## src/rtl/branch_update_ctrl_pkg.sv

```systemverilog
// +-----------------------------------------------------------------------------+
// | branch_update_ctrl_pkg -- shared predictor defines and update-entry types   |
// | Rev 1.0                                                                     |
// +-----------------------------------------------------------------------------+
`default_nettype none

package branch_update_ctrl_pkg;

  localparam int IDX_W         = 6;
  localparam int DEPTH_DEFAULT = 4;
  localparam int ENTRY_W       = 33;

  typedef enum logic [1:0] {
    CTR_STRONG_NT = 2'b00,
    CTR_WEAK_NT   = 2'b01,
    CTR_WEAK_T    = 2'b10,
    CTR_STRONG_T  = 2'b11
  } ctr_state_e;

  typedef struct packed {
    logic [31:0] pc;
    logic        taken;
  } upd_entry_t;

  // Fetch must restart on the path the branch actually took.
  function automatic logic [31:0] redirect_target(input logic        taken,
                                                  input logic [31:0] pc,
                                                  input logic [31:0] target);
    return taken ? target : pc + 32'd4;
  endfunction

endpackage

`default_nettype wire

```

## src/rtl/branch_update_ctrl_if.sv

```systemverilog
// +-----------------------------------------------------------------------------+
// | branch_update_ctrl_if -- EX resolution, predictor update, redirect, stats   |
// | Rev 1.0                                                                     |
// +-----------------------------------------------------------------------------+
`default_nettype none

interface branch_update_ctrl_if
  import branch_update_ctrl_pkg::*;
#(
  parameter int DEPTH = DEPTH_DEFAULT
);

  logic                     res_valid;
  logic [31:0]              res_pc;
  logic                     res_taken;
  logic                     res_predicted;
  logic [31:0]              res_target;
  logic                     res_ready;

  logic                     upd_allow;
  logic                     upd_enable;
  logic [31:0]              upd_pc;
  logic                     upd_taken;

  logic                     redirect_valid;
  logic [31:0]              redirect_pc;

  logic                     clr_stats;
  logic [31:0]              branch_count;
  logic [31:0]              mispredict_count;
  logic [$clog2(DEPTH):0]   occupancy;

  modport slave (
    input  res_valid, res_pc, res_taken, res_predicted, res_target,
    output res_ready,
    input  upd_allow,
    output upd_enable, upd_pc, upd_taken,
    output redirect_valid, redirect_pc,
    input  clr_stats,
    output branch_count, mispredict_count, occupancy
  );

  modport master (
    output res_valid, res_pc, res_taken, res_predicted, res_target,
    input  res_ready,
    output upd_allow,
    input  upd_enable, upd_pc, upd_taken,
    input  redirect_valid, redirect_pc,
    output clr_stats,
    input  branch_count, mispredict_count, occupancy
  );

endinterface

`default_nettype wire

```

## src/rtl/branch_update_fifo.sv

```systemverilog
// +-----------------------------------------------------------------------------+
// | branch_update_fifo -- pending predictor-update queue, registered read side  |
// | Rev 1.0                                                                     |
// +-----------------------------------------------------------------------------+
`default_nettype none

module branch_update_fifo
  import branch_update_ctrl_pkg::*;
#(
  parameter int DEPTH  = DEPTH_DEFAULT,
  parameter int DATA_W = ENTRY_W
) (
  input  logic                     clk,
  input  logic                     rst,
  input  logic                     push_i,
  input  logic                     pop_i,
  input  logic [DATA_W-1:0]        wdata_i,
  output logic [DATA_W-1:0]        rdata_o,
  output logic                     full_o,
  output logic                     empty_o,
  output logic [$clog2(DEPTH):0]   count_o
);

  localparam int AW = $clog2(DEPTH);
  localparam int CW = AW + 1;

  logic [DATA_W-1:0] mem_q [DEPTH];
  logic [AW-1:0]     wr_ptr_q, wr_ptr_d;
  logic [AW-1:0]     rd_ptr_q, rd_ptr_d;
  logic [CW-1:0]     count_q, count_d;
  logic              w_push, w_pop;

  function automatic logic [AW-1:0] ptr_inc(input logic [AW-1:0] ptr);
    return (ptr == AW'(DEPTH - 1)) ? '0 : ptr + AW'(1);
  endfunction

  assign full_o  = (count_q == CW'(DEPTH));
  assign empty_o = (count_q == '0);
  assign count_o = count_q;
  assign rdata_o = mem_q[rd_ptr_q];

  assign w_push = push_i && !full_o;
  assign w_pop  = pop_i && !empty_o;

  always_comb begin
    wr_ptr_d = wr_ptr_q;
    rd_ptr_d = rd_ptr_q;
    count_d  = count_q;
    if (w_push) wr_ptr_d = ptr_inc(wr_ptr_q);
    if (w_pop)  rd_ptr_d = ptr_inc(rd_ptr_q);
    case ({w_push, w_pop})
      2'b10:   count_d = count_q + CW'(1);
      2'b01:   count_d = count_q - CW'(1);
      default: count_d = count_q;
    endcase
  end

  always_ff @(posedge clk) begin
    if (rst) begin
      wr_ptr_q <= '0;
      rd_ptr_q <= '0;
      count_q  <= '0;
    end else begin
      wr_ptr_q <= wr_ptr_d;
      rd_ptr_q <= rd_ptr_d;
      count_q  <= count_d;
    end
  end

  // Storage needs no reset; occupancy alone decides what is visible.
  always_ff @(posedge clk) begin
    if (w_push) mem_q[wr_ptr_q] <= wdata_i;
  end

endmodule

`default_nettype wire

```

## src/rtl/branch_update_ctrl.sv

```systemverilog
// +-----------------------------------------------------------------------------+
// | branch_update_ctrl -- queues resolved branches for the predictor, redirects |
// | fetch on misprediction and keeps branch statistics.  Rev 1.0                |
// +-----------------------------------------------------------------------------+
`default_nettype none

module branch_update_ctrl
  import branch_update_ctrl_pkg::*;
#(
  parameter int DEPTH = DEPTH_DEFAULT
) (
  input  logic                 clk,
  input  logic                 rst,
  branch_update_ctrl_if.slave  bus
);

  localparam int          CW      = $clog2(DEPTH) + 1;
  localparam logic [31:0] CNT_MAX = 32'hFFFF_FFFF;

  logic             w_full, w_empty, w_ready, w_accept, w_pop, w_mispredict;
  logic [CW-1:0]    w_count;
  upd_entry_t       w_head, w_tail;

  logic             redirect_valid_q, redirect_valid_d;
  logic [31:0]      redirect_pc_q, redirect_pc_d;
  logic [31:0]      branch_count_q, branch_count_d;
  logic [31:0]      mispredict_count_q, mispredict_count_d;

  assign w_ready      = !rst && !w_full;
  assign w_accept     = bus.res_valid && w_ready;
  assign w_pop        = !rst && !w_empty && bus.upd_allow;
  assign w_mispredict = (bus.res_taken != bus.res_predicted);
  assign w_tail       = '{pc: bus.res_pc, taken: bus.res_taken};

  branch_update_fifo #(
    .DEPTH  (DEPTH),
    .DATA_W (ENTRY_W)
  ) u_fifo (
    .clk     (clk),
    .rst     (rst),
    .push_i  (w_accept),
    .pop_i   (w_pop),
    .wdata_i (w_tail),
    .rdata_o (w_head),
    .full_o  (w_full),
    .empty_o (w_empty),
    .count_o (w_count)
  );

  assign bus.res_ready        = w_ready;
  assign bus.upd_enable       = w_pop;
  assign bus.upd_pc           = (rst || w_empty) ? '0 : w_head.pc;
  assign bus.upd_taken        = (rst || w_empty) ? 1'b0 : w_head.taken;
  assign bus.occupancy        = w_count;
  assign bus.redirect_valid   = redirect_valid_q;
  assign bus.redirect_pc      = redirect_pc_q;
  assign bus.branch_count     = branch_count_q;
  assign bus.mispredict_count = mispredict_count_q;

  always_comb begin
    redirect_valid_d = w_accept && w_mispredict;
    redirect_pc_d    = redirect_pc_q;
    if (redirect_valid_d) begin
      redirect_pc_d = redirect_target(bus.res_taken, bus.res_pc, bus.res_target);
    end
  end

  // A clear wins over an increment landing in the same cycle.
  always_comb begin
    branch_count_d     = branch_count_q;
    mispredict_count_d = mispredict_count_q;
    if (bus.clr_stats) begin
      branch_count_d     = '0;
      mispredict_count_d = '0;
    end else if (w_accept) begin
      if (branch_count_q != CNT_MAX) branch_count_d = branch_count_q + 32'd1;
      if (w_mispredict && (mispredict_count_q != CNT_MAX)) begin
        mispredict_count_d = mispredict_count_q + 32'd1;
      end
    end
  end

  always_ff @(posedge clk) begin
    if (rst) begin
      redirect_valid_q   <= 1'b0;
      redirect_pc_q      <= '0;
      branch_count_q     <= '0;
      mispredict_count_q <= '0;
    end else begin
      redirect_valid_q   <= redirect_valid_d;
      redirect_pc_q      <= redirect_pc_d;
      branch_count_q     <= branch_count_d;
      mispredict_count_q <= mispredict_count_d;
    end
  end

endmodule

`default_nettype wire

```

## src/flat_wrapper.sv

```systemverilog
// flat-port wrapper written by rule: the top's interface ports become plain ports
module branch_update_ctrl_flat import branch_update_ctrl_pkg::*;
#(
  parameter int DEPTH = DEPTH_DEFAULT
)
  (clk, rst, bus_res_valid, bus_res_pc, bus_res_taken, bus_res_predicted, bus_res_target, bus_res_ready, bus_upd_allow, bus_upd_enable, bus_upd_pc, bus_upd_taken, bus_redirect_valid, bus_redirect_pc, bus_clr_stats, bus_branch_count, bus_mispredict_count, bus_occupancy);
  branch_update_ctrl_if #(.DEPTH(DEPTH)) bus_i ();
  input  logic clk;
  input  logic rst;
  input wire logic [$bits(bus_i.res_valid)-1:0] bus_res_valid;
  input wire logic [$bits(bus_i.res_pc)-1:0] bus_res_pc;
  input wire logic [$bits(bus_i.res_taken)-1:0] bus_res_taken;
  input wire logic [$bits(bus_i.res_predicted)-1:0] bus_res_predicted;
  input wire logic [$bits(bus_i.res_target)-1:0] bus_res_target;
  output wire logic [$bits(bus_i.res_ready)-1:0] bus_res_ready;
  input wire logic [$bits(bus_i.upd_allow)-1:0] bus_upd_allow;
  output wire logic [$bits(bus_i.upd_enable)-1:0] bus_upd_enable;
  output wire logic [$bits(bus_i.upd_pc)-1:0] bus_upd_pc;
  output wire logic [$bits(bus_i.upd_taken)-1:0] bus_upd_taken;
  output wire logic [$bits(bus_i.redirect_valid)-1:0] bus_redirect_valid;
  output wire logic [$bits(bus_i.redirect_pc)-1:0] bus_redirect_pc;
  input wire logic [$bits(bus_i.clr_stats)-1:0] bus_clr_stats;
  output wire logic [$bits(bus_i.branch_count)-1:0] bus_branch_count;
  output wire logic [$bits(bus_i.mispredict_count)-1:0] bus_mispredict_count;
  output wire logic [$bits(bus_i.occupancy)-1:0] bus_occupancy;
  assign bus_i.res_valid = bus_res_valid;
  assign bus_i.res_pc = bus_res_pc;
  assign bus_i.res_taken = bus_res_taken;
  assign bus_i.res_predicted = bus_res_predicted;
  assign bus_i.res_target = bus_res_target;
  assign bus_res_ready = bus_i.res_ready;
  assign bus_i.upd_allow = bus_upd_allow;
  assign bus_upd_enable = bus_i.upd_enable;
  assign bus_upd_pc = bus_i.upd_pc;
  assign bus_upd_taken = bus_i.upd_taken;
  assign bus_redirect_valid = bus_i.redirect_valid;
  assign bus_redirect_pc = bus_i.redirect_pc;
  assign bus_i.clr_stats = bus_clr_stats;
  assign bus_branch_count = bus_i.branch_count;
  assign bus_mispredict_count = bus_i.mispredict_count;
  assign bus_occupancy = bus_i.occupancy;
  branch_update_ctrl #(.DEPTH(DEPTH)) u_core (.clk(clk), .rst(rst), .bus(bus_i));
endmodule
```

## config.mk

```make
export PLATFORM = sky130hd
export DESIGN_NAME = branch_update_ctrl_flat
export DESIGN_NICKNAME = d
export VERILOG_FILES = /design/src/rtl/branch_update_ctrl_pkg.sv /design/src/rtl/branch_update_ctrl_if.sv /design/src/rtl/branch_update_fifo.sv /design/src/rtl/branch_update_ctrl.sv /design/src/flat_wrapper.sv
export SDC_FILE = /design/constraint.sdc
export NUM_CORES = 1
export LEC_CHECK = 0
export BUFFER_PORTS_ARGS = -buffer_cell sky130_fd_sc_hd__clkbuf_2
export CAP_MARGIN = 0
export CORE_MARGIN = 8
export CORE_UTILIZATION = 50
export DETAILED_ROUTE_END_ITERATION = 8
export GPL_ROUTABILITY_DRIVEN = 0
export HOLD_SLACK_MARGIN = 0.06
export PLACE_DENSITY_LB_ADDON = 0.1
export SLEW_MARGIN = 25
export SYNTH_ARGS = -nofsm -noshare
export SYNTH_HDL_FRONTEND = slang
export SYNTH_HIERARCHICAL = 1
export SYNTH_SLANG_ARGS = --single-unit
```

## constraint.sdc

```tcl
create_clock -name clk -period 2.7 [get_ports clk]
set_input_delay 0.405 -clock clk [delete_from_list [all_inputs] [get_ports clk]]
set_output_delay 0.405 -clock clk [all_outputs]
set_load 0.03 [all_outputs]
```

==> impl_metrics.py, run 1 <==
metrics = {
    "finish": {
        "area_delta_synth_final_pct": 22.0,
        "ff_latch_area_um2": 6100,
        "antenna_cells": 0,
        "multi_input_area_um2": 4330,
        "final_cell_mix": "clkbuf_2 (205), edfxtp_1 (132), dfxtp_1 (102)",
        "drive_above_1_share_pct": 29.6,
        "final_common_cell": "clkbuf_2",
        "fillers": 1746,
        "nets": 1212,
    },
    "setup_path": {
        "r2r_cells": 12,
        "crit_chain": "or3b_1 > inv_1 > or3b_1 > inv_4 > and2_4 > inv_1 > ha_2 > inv_1 > fa_2 > xor2_1 > or3_2 > a21oi_1",
        "critPathRequiredTime_ps": 3140,
        "critPathMaxStageDelay_ps": 400,
        "critical_path.startpoint_type": "flop",
        "r2r-start": "u_core/u_fifo/count_o[1]",
        "cp_common_cell": "inv_1",
        "cp_slowest_cell": "or3_2",
        "rrSetupSlack_ps": 190,
        "cp_max_fo": 6,
        "cp.arrival_ps": 2950,
        "worstSetupEndpointType": "flop",
        "startpoint": "u_core/u_fifo/count_o[1]",
        "rr_endpoint": "u_core/u_fifo/count_o[2]",
        "crit_type": "flop to flop",
    },
    "timing": {
        "drv_slew": 0,
        "setup_viol": 0,
        "final-hold-violation-count": 0,
        "rsz0062_at_grt": "no",
        "slew_headroom_pct": 58.4,
        "fin_crit_ps": 2510,
        "timing.fmax_mhz": 398,
        "clock_skew_ps": 6.98,
        "finalSetupTns_ps": 0,
        "post-route-period-util_pct": 93.1,
        "setup_ws_ps": 186,
        "worst_pin_slew_ps": 622,
    },
    "hold_path": {
        "min_to": "u_core/u_fifo/mem_q[3][2]",
        "hold_path_startpoint": "bus_res_pc[1]",
        "hp-class": "input pin to flop",
        "holdPathStages": 1,
    },
    "synthesis": {
        "synth_top_area_share_pct": 37.1,
        "ys_ff_latch": 238,
        "yosys.area.top_type": "edfxtp_1",
        "postSynth.asyncResetShare_pct": 0,
        "yosys_most_used_dff": "edfxtp_1",
        "ys_seq_area_share_pct": 57.0,
        "ys_types": 53,
        "yosys_warnings": 6,
        "avgSynthCellArea_um2": 11.6,
        "syn_inst": 917,
        "synth_edf_count": 132,
        "ys_top_cells_by_area": "edfxtp_1 (37%), dfxtp_1 (20%), mux4_2 (7.0%), a21oi_1 (3.0%), or3_1 (2.5%)",
        "netlist_area_um2": 10700,
        "synthesis.nets": 998,
    },
    "drt": {
        "dr.pass1.iters": 4,
        "routed_wl_um": 28000,
        "ant_nets": 0,
        "dr_total_vias": 8203,
        "drcViolationCount": 0,
        "drtIter0Drc": 444,
        "wire_per_inst_um": 19.6,
        "vias_per_cell": 5.76,
    },
    "clock_network": {
        "clockRootBuffer": "clkbuf_16",
        "cts_tree": "built",
        "clk_latency_ps": 520,
        "cts_sinks": 238,
        "cts_buffer_depth": 3,
        "clkTransAtPathRegs_ps": 60,
        "cts_max_level": 1,
        "cts-buffers-inserted": 25,
    },
    "die": {
        "core.rowCount": 53,
        "die_w_um": 162,
        "core_um2": 21000,
        "die-area_um2": 26300,
        "start_util_pct": 50.9,
        "die_h_um": 162,
        "ios": 206,
    },
    "power": {
        "p_leak_nw": 4.68,
        "vdd_drop_max_mv": 0.324,
        "switching_power_w": 0.00183,
        "power_frac_seq_pct": 49.1,
        "power_density_nw_per_um2": 615,
        "p_int_w": 0.00617,
        "swShare_pct": 22.9,
        "pwr-share-clk_pct": 43.4,
        "p_comb_share_pct": 7.5,
    },
    "outcome": {
        "outcome": "complete, no violations",
    },
    "global_routing": {
        "grt_max_degree": 40,
        "antenna_found_initial": 2,
        "overflow": 0,
        "grt_pass1_vias": 8080,
        "track_usage_pct": 20.9,
        "grt_pass1_wl_um": 44400,
    },
    "place": {
        "dpl_worst_slack_ps": 157,
        "place_hpwl_um": 19600,
        "io_buffers": 205,
    },
    "flow_run": {
        "drv_cap": 0,
    },
}
==> critical path, delay by kind of cell, from the launching register on <==
kind / cells / cell delay [ps]
and+or+nand+nor: 4 / 1080
adders and majority gates: 2 / 500
DFF: 1 / 350
buffers and inverters: 4 / 220
xor gates and xnor gates: 1 / 150
AOI/OAI and AO/OA: 1 / 130
==> metal layers <==
metal	up-vias	track usage (%)	wire length, µm
li1	3935	-	-
met1	3955	27.3	11900
met2	269	34.3	13400
met3	40	5.19	2200
met4	4	5.13	489
met5	-	0	27
==> power groups by stage <==
| stage | clock network, W | registers (W) | logic, W |
|---|---|---|---|
| after global routing | 0.00370 | 0.00394 | 0.000650 |
| after CTS | 0.00356 | 0.00393 | 0.000610 |
| final | 0.00347 | 0.00393 | 0.000602 |
| after floorplan | 0 | 0.00406 | 0.000289 |
| after detailed placement | 0 | 0.00401 | 0.000608 |
| after global placement | 0 | 0.00400 | 0.000604 |
==> per-stage QoR <==
stage / hold slack [ps] / util, % / instances / cell area [µm²] / total power (W)
3_3_place_gp: 443 / 57.9 / 1378 / 12100 / 0.00461
5_1_grt: 116 / 62.1 / 1425 / 13000 / 0.00828
3_5_place_dp: 452 / 57.9 / 1378 / 12100 / 0.00462
4_1_cts: 107 / 62.0 / 1424 / 13000 / 0.00810
2_1_floorplan: 463 / - / 917 / 10700 / 0.00435
6_report: 133 / 62.1 / 1425 / 13000 / 0.00800
==> registers in the layout, summed over array words and instances, names as in the netlist, named ones only <==
register                     count
u_core/bus.branch_count         32
u_core/bus.mispredict_count     32
u_core/bus.redirect_pc          32
u_core/bus.redirect_valid        1
u_core/u_fifo/count_o            3
u_core/u_fifo/mem_q            132
u_core/u_fifo/rd_ptr_q           2
u_core/u_fifo/wr_ptr_q           2
==> Yosys cell counts (4+ instances only) <==
cell type	n
mux4_2	33
clkbuf_1	34
nand4_1	26
o2111ai_1	5
o21ai_0	51
edfxtp_1	132
o211ai_1	5
nor4_1	14
or4_1	17
dfxtp_1	106
buf_2	9
xor2_1	17
and2_1	38
inv_1	17
and4_1	15
o22ai_1	7
o31ai_1	16
nor3_1	14
xnor2_1	19
mux2i_1	8
nand3_1	38
o21ai_1	4
and3_1	16
o31a_1	7
ha_1	9
nand2_1	62
a211oi_1	4
nor2_1	37
a31oi_1	9
a21oi_1	64
or3_1	42
nand3b_1	4
==> kinds of logic (layout without fill, tap and decap cells) <==
family          Yosys count  after routing  share of synthesized area [%]
flops                   238            238                           57.0
mux                      41             41                           7.71
buf+inv                  68            301                           2.67
xor+xnor                 36             36                           2.95
simple gates            343            343                           18.3
compound gates          181            181                           10.1
fa+ha+maj                10             10                           1.24
==> worst max path at each step <==
stage	to	slack (ps)	cells after the start
after floorplan	u_core/u_fifo/count_o[2]	10	14
after global placement	u_core/bus.mispredict_count[27]	190	9
after detailed placement	u_core/bus.mispredict_count[25]	160	8
after CTS	u_core/bus.mispredict_count[27]	140	9
after global routing	u_core/bus.mispredict_count[28]	10	9
final	u_core/u_fifo/count_o[2]	190	12
==> final cells by class <==
type	instances	share of cell area, %
inverters	19	0.567
flip-flops and latches	238	46.8
clock inverters	18	1.39
well taps	275	2.64
repair buffers	236	10.2
multi-input cells	611	33.3
clock buffers	28	5.12
==> repair_timing <==
item | in CTS | in global routing
hold buffers | 0 | 0
setup buffers | 0 | 1
hold endpoints to repair | 0 | 0
gates resized for setup | 0 | 3
endpoints found under the setup margin | 0 | 7
Power figures use the tool's default switching activity.
==> run 2, diff against run 1 <==
--- a/config.mk
+++ b/config.mk
@@ -8,7 +8,7 @@
 export BUFFER_PORTS_ARGS = -buffer_cell sky130_fd_sc_hd__clkbuf_2
 export CAP_MARGIN = 0
 export CORE_MARGIN = 8
-export CORE_UTILIZATION = 50
+export CORE_UTILIZATION = 56
 export DETAILED_ROUTE_END_ITERATION = 8
 export GPL_ROUTABILITY_DRIVEN = 0
 export HOLD_SLACK_MARGIN = 0.06
==> constraint.sdc (replaced) <==
create_clock -name clk -period 2.8 [get_ports clk]
set_input_delay 0.42 -clock clk [delete_from_list [all_inputs] [get_ports clk]]
set_output_delay 0.42 -clock clk [all_outputs]
set_load 0.03 [all_outputs]
==> impl_metrics.py, run 2 (synthesis gave the netlist of run 1 again) <==
metrics = {
    "setup_path": {
        "crit_type": "flop to flop",
        "r2r-start": "u_core/u_fifo/count_o[2]",
        "rr_endpoint": "u_core/bus.mispredict_count[27]",
        "rrSetupSlack_ps": 190,
        "r2r_cells": 9,
        "cp.arrival_ps": 3050,
        "cp_max_fo": 14,
        "critical_path.startpoint_type": "flop",
        "critPathRequiredTime_ps": 3240,
        "worstSetupEndpointType": "flop",
    },
    "clock_network": {
        "cts_setup_buffers": 0,
        "clkTransAtPathRegs_ps": 60,
        "clockRootBuffer": "clkbuf_16",
        "cts_hold_buf": 0,
        "cts.repair.resized": 0,
        "cts_sinks": 238,
        "cts_max_level": 1,
        "cts-buffers-inserted": 25,
        "clk_latency_ps": 510,
        "cts_tree": "built",
        "cts_buffer_depth": 3,
    },
    "drt": {
        "wire_per_inst_um": 20.1,
        "ant_nets": 0,
        "vias_per_cell": 5.91,
        "dr_total_vias": 8164,
        "drcViolationCount": 0,
        "routed_wl_um": 27700,
        "dr.pass1.iters": 4,
        "drtIter0Drc": 585,
    },
    "hold_path": {
        "min_to": "u_core/bus.redirect_pc[19]",
        "holdPathStages": 3,
        "hp-class": "input pin to flop",
        "hold_path_startpoint": "bus_res_target[19]",
    },
    "place": {
        "io_buffers": 205,
        "place_hpwl_um": 19100,
    },
    "outcome": {
        "outcome": "complete, no violations",
    },
    "power": {
        "power_density_nw_per_um2": 572,
        "p_leak_nw": 4.61,
        "vdd_drop_max_mv": 0.489,
    },
    "global_routing": {
        "track_usage_pct": 23.0,
        "grt_pass1_vias": 8171,
        "overflow": 0,
        "grt_max_degree": 46,
        "grt_pass1_wl_um": 44200,
        "antenna_found_initial": 3,
    },
    "finish": {
        "area_delta_synth_final_pct": 20.0,
        "fillers": 1389,
        "final_common_cell": "clkbuf_2",
        "final_util_pct": 68.5,
        "largest-register": "u_core/u_fifo/mem_q",
        "multi_input_area_um2": 4310,
        "final_cell_mix": "clkbuf_2 (205), edfxtp_1 (132), dfxtp_1 (102)",
        "largest_register_ffs": 132,
        "drive_above_1_share_pct": 28.2,
        "ff_latch_area_um2": 6100,
        "nets": 1209,
    },
    "timing": {
        "finalSetupTns_ps": 0,
        "fin_crit_ps": 2610,
        "worst_pin_slew_ps": 699,
        "timing.fmax_mhz": 384,
        "slew_headroom_pct": 53.0,
        "post-route-period-util_pct": 93.1,
        "clock_skew_ps": 9.93,
        "fin_hold_ws_ps": 161,
        "setup_viol": 0,
        "final-hold-violation-count": 0,
        "rsz0062_at_grt": "no",
        "drv_slew": 0,
    },
    "die": {
        "core.rowCount": 50,
        "die-area_um2": 23700,
        "ios": 206,
        "core_um2": 18700,
        "start_util_pct": 57.1,
        "die_h_um": 154,
        "die_w_um": 154,
    },
    "flow_run": {
        "drv_cap": 0,
    },
}
## run 2: cell count changes in the layout (fill, tap and decap cells not counted), moves of 3 or more
cell       previous run  this run
clkinv_1              0         6
clkbuf_1              0         5
clkinv_2             10         5
bufinv_16             3         0
## run 2: worst max-delay path by stage
stage	from	to	slack [ps]
global placement	u_core/u_fifo/count_o[2]	u_core/bus.branch_count[23]	280
floorplan	u_core/u_fifo/count_o[1]	u_core/u_fifo/count_o[2]	10
finish	u_core/u_fifo/count_o[2]	u_core/bus.mispredict_count[27]	190
detailed placement	u_core/u_fifo/count_o[2]	u_core/bus.branch_count[23]	220
global route	u_core/u_fifo/count_o[2]	u_core/bus.mispredict_count[26]	20
CTS	flop	bus_upd_pc[15]	50
## run 2: metal layers
metal	global-route usage (%)	up-vias	part of all wire (%)	routed length [µm]
li1	-	3931	-	-
met1	28.6	3896	42	11600
met2	38.8	287	48	13400
met3	6.45	46	8.0	2230
met4	5.55	4	1.9	528
met5	0	-	0.083	23
## run 2: power by group
| part | total [W] | internal (W) | switching (W) | leakage (nW) |
|---|---|---|---|---|
| sequential | 0.00379 | 0.00376 | 0.0000334 | 2.06 |
| combinational | 0.000574 | 0.000193 | 0.000381 | 2.19 |
| clock | 0.00297 | 0.00167 | 0.00130 | 0.361 |
| total | 0.00733 | 0.00562 | 0.00171 | 4.61 |
## run 2: area by class of cell
cell class / count / share of cell area [%]
Clock inverter: 15 / 0.606
Antenna cell: 1 / 0.0195
Timing Repair Buffer: 233 / 10.1
Multi-Input combinational cell: 611 / 33.7
Inverter: 19 / 0.557
Sequential cell: 238 / 47.6
Clock buffer: 31 / 5.14
Tap cell: 234 / 2.29
## run 2: stage by stage
stage          instances  power, W  instance area, µm²  worst slack, ps
2_1_floorplan        917   0.00419               10700             10.6
6_report            1382   0.00733               12800              194
5_1_grt             1381   0.00759               12800             19.2
3_3_place_gp        1335   0.00444               12100              276
3_5_place_dp        1335   0.00444               12100              224
4_1_cts             1381   0.00740               12800             48.3
## run 2: worst max-delay path, cell delays in order (launching register included)
cell	delay (ps)
dfxtp_4	360
or3b_1	200
inv_1	60
or3b_1	390
buf_4	220
nor4b_4	270
buf_4	210
o211ai_2	250
or3_1	430
a21oi_1	140
==> run 3, diff against run 2 <==
--- a/config.mk
+++ b/config.mk
@@ -16,5 +16,4 @@
 export SLEW_MARGIN = 25
 export SYNTH_ARGS = -nofsm -noshare
 export SYNTH_HDL_FRONTEND = slang
-export SYNTH_HIERARCHICAL = 1
 export SYNTH_SLANG_ARGS = --single-unit
==> impl_metrics.py, run 3 <==
metrics = {
    "die": {
        "die_w_um": 155,
        "die-area_um2": 24000,
        "ios": 206,
        "die_h_um": 155,
        "core_um2": 18800,
        "start_util_pct": 57.3,
        "core.rowCount": 50,
    },
    "drt": {
        "drtIter0Drc": 540,
        "routed_wl_um": 27800,
        "dr.pass1.iters": 5,
        "wire_per_inst_um": 19.6,
        "ant_nets": 0,
        "vias_per_cell": 5.97,
        "dr_total_vias": 8450,
        "drcViolationCount": 0,
    },
    "finish": {
        "drive_above_1_share_pct": 27.8,
        "final_common_cell": "clkbuf_2",
        "largest-register": "u_core.u_fifo.mem_q",
        "nets": 1216,
        "final_cell_mix": "clkbuf_2 (205), edfxtp_1 (132), dfxtp_1 (105)",
        "largest_register_ffs": 132,
        "final_util_pct": 68.9,
        "fillers": 1407,
        "area_delta_synth_final_pct": 20.2,
    },
    "timing": {
        "final-hold-violation-count": 0,
        "clock_skew_ps": 11.9,
        "fin_hold_ws_ps": 169,
        "drv_slew": 0,
        "post-route-period-util_pct": 88.0,
        "setup_ws_ps": 336,
        "slew_headroom_pct": 53.3,
        "finalSetupTns_ps": 0,
        "fin_crit_ps": 2460,
        "rsz0062_at_grt": "no",
        "timing.fmax_mhz": 406,
        "setup_viol": 0,
        "worst_pin_slew_ps": 697,
    },
    "synthesis": {
        "synth_common_cells": "edfxtp_1 (132), dfxtp_1 (106), a21oi_1 (76)",
        "synth_edf_count": 132,
        "ys_types": 59,
        "syn_inst": 929,
        "postSynth.asyncResetShare_pct": 0,
        "synthesis.nets": 1010,
        "ys_top_cells_by_area": "edfxtp_1 (37%), dfxtp_1 (20%), mux4_2 (6.9%), a21oi_1 (3.5%), nand4_1 (2.6%)",
        "yosys.area.top_type": "edfxtp_1",
        "yosys_most_used_dff": "edfxtp_1",
        "synth_top_area_share_pct": 36.7,
        "netlist_area_um2": 10800,
        "avgSynthCellArea_um2": 11.6,
        "yosys_warnings": 0,
        "ys_seq_area_share_pct": 56.4,
        "ys_ff_latch": 238,
        "yosysMostFrequentCell": "edfxtp_1",
    },
    "global_routing": {
        "antenna_found_initial": 3,
        "grt_pass1_vias": 8306,
        "grt_max_degree": 47,
        "grt_pass1_wl_um": 44100,
        "overflow": 0,
        "track_usage_pct": 22.7,
    },
    "flow_run": {
        "drv_cap": 0,
    },
    "setup_path": {
        "worstSetupEndpointType": "output pin",
        "critical_path.startpoint_type": "flop",
        "crit_type": "flop to output pin",
        "rrSetupSlack_ps": 430,
        "cp.arrival_ps": 2040,
        "cp_max_fo": 33,
        "critPathRequiredTime_ps": 2380,
    },
    "power": {
        "power_density_nw_per_um2": 625,
        "p_leak_nw": 4.71,
        "finalPower_w": 0.00811,
        "vdd_drop_max_mv": 0.394,
    },
    "clock_network": {
        "cts_setup_buffers": 0,
        "cts_sinks": 238,
        "clkTransAtPathRegs_ps": 60,
        "cts_max_level": 1,
        "cts-buffers-inserted": 25,
        "clockRootBuffer": "clkbuf_16",
        "cts_tree": "built",
        "cts_buffer_depth": 3,
        "cts_hold_buf": 0,
        "cts.repair.resized": 0,
        "clk_latency_ps": 510,
    },
    "hold_path": {
        "hp-class": "input pin to flop",
    },
    "place": {
        "io_buffers": 205,
        "place_hpwl_um": 18800,
        "dpl_worst_slack_ps": 442,
    },
    "outcome": {
        "outcome": "complete, no violations",
    },
}
-- run 3: changes by cell type in the layout (fill, tap and decap cells not counted), moves of 6 or more --
cell,previous run,this run
a21oi_1,64,76
and3_1,16,24
nand2_1,62,54
nand2b_1,3,9
nand4_1,26,45
nor2_1,36,29
nor4_1,14,8
o211ai_1,5,14
o21ai_0,51,44
or4_1,17,11
-- run 3: report_power, final --
group	switching, W	leakage (nW)	internal [W]	total, W
Sequential	0.0000459	2.06	0.00379	0.00384
Combinational	0.000537	2.24	0.000312	0.000850
Clock	0.00133	0.413	0.00208	0.00342
-- run 3: logic make-up after synthesis --
group                      Yosys count  share of synthesized area [%]
xor gates and xnor gates            31                           2.52
buffers and inverters               67                           2.77
adders and majority gates           10                           1.23
DFF                                238                           56.4
AOI/OAI and AO/OA                  188                           10.3
muxes                               40                           7.53
and+or+nand+nor                    355                           19.3
-- run 3: final timing paths --
kind                                                 from                    endpoint  cells after the start
worst min-delay path                   bus_res_target[13]  u_core.bus.redirect_pc[13]                      3
worst min register to register  u_core.bus.redirect_pc[4]   u_core.bus.redirect_pc[4]                      2
worst max register to register   u_core.u_fifo.count_o[0]    u_core.u_fifo.count_o[2]                      9
worst max-delay path                                 flop              bus_upd_pc[25]                      4
-- run 3: area by class of cell --
| type | instances | area [µm²] | share of cell area (%) |
|---|---|---|---|
| clock buffers | 31 | 678 | 5.23 |
| well taps | 260 | 325 | 2.51 |
| repair buffers | 229 | 1220 | 9.39 |
| inverters | 17 | 63.8 | 0.492 |
| diodes | 2 | 5.00 | 0.0386 |
| flip-flops and latches | 238 | 6090 | 46.9 |
| multi-input cells | 624 | 4420 | 34.1 |
| clock inverters | 14 | 175 | 1.35 |
-- run 3: worst max-delay path, cell delays in order, from the launching register on --
cell and delay [ps]:
dfxtp_2 340, buf_12 270, mux4_2 540, and2_1 190
clkbuf_2 190
-- run 3: per-stage QoR --
stage / cells / instance area, µm²
2_1_floorplan: 929 / 10800
3_3_place_gp: 1368 / 12100
3_5_place_dp: 1368 / 12100
4_1_cts: 1413 / 13000
5_1_grt: 1415 / 13000
6_report: 1415 / 13000
-- run 3: routing by layer --
metal	routed length, µm	GRT usage (%)	vias to the layer above	share of wire (%)
li1	-	-	4003	-
met2	13600	38.7	340	49
met3	2240	5.13	47	8.1
met5	13	0	-	0.047
met4	616	6.86	2	2.2
met1	11300	28.3	4058	41
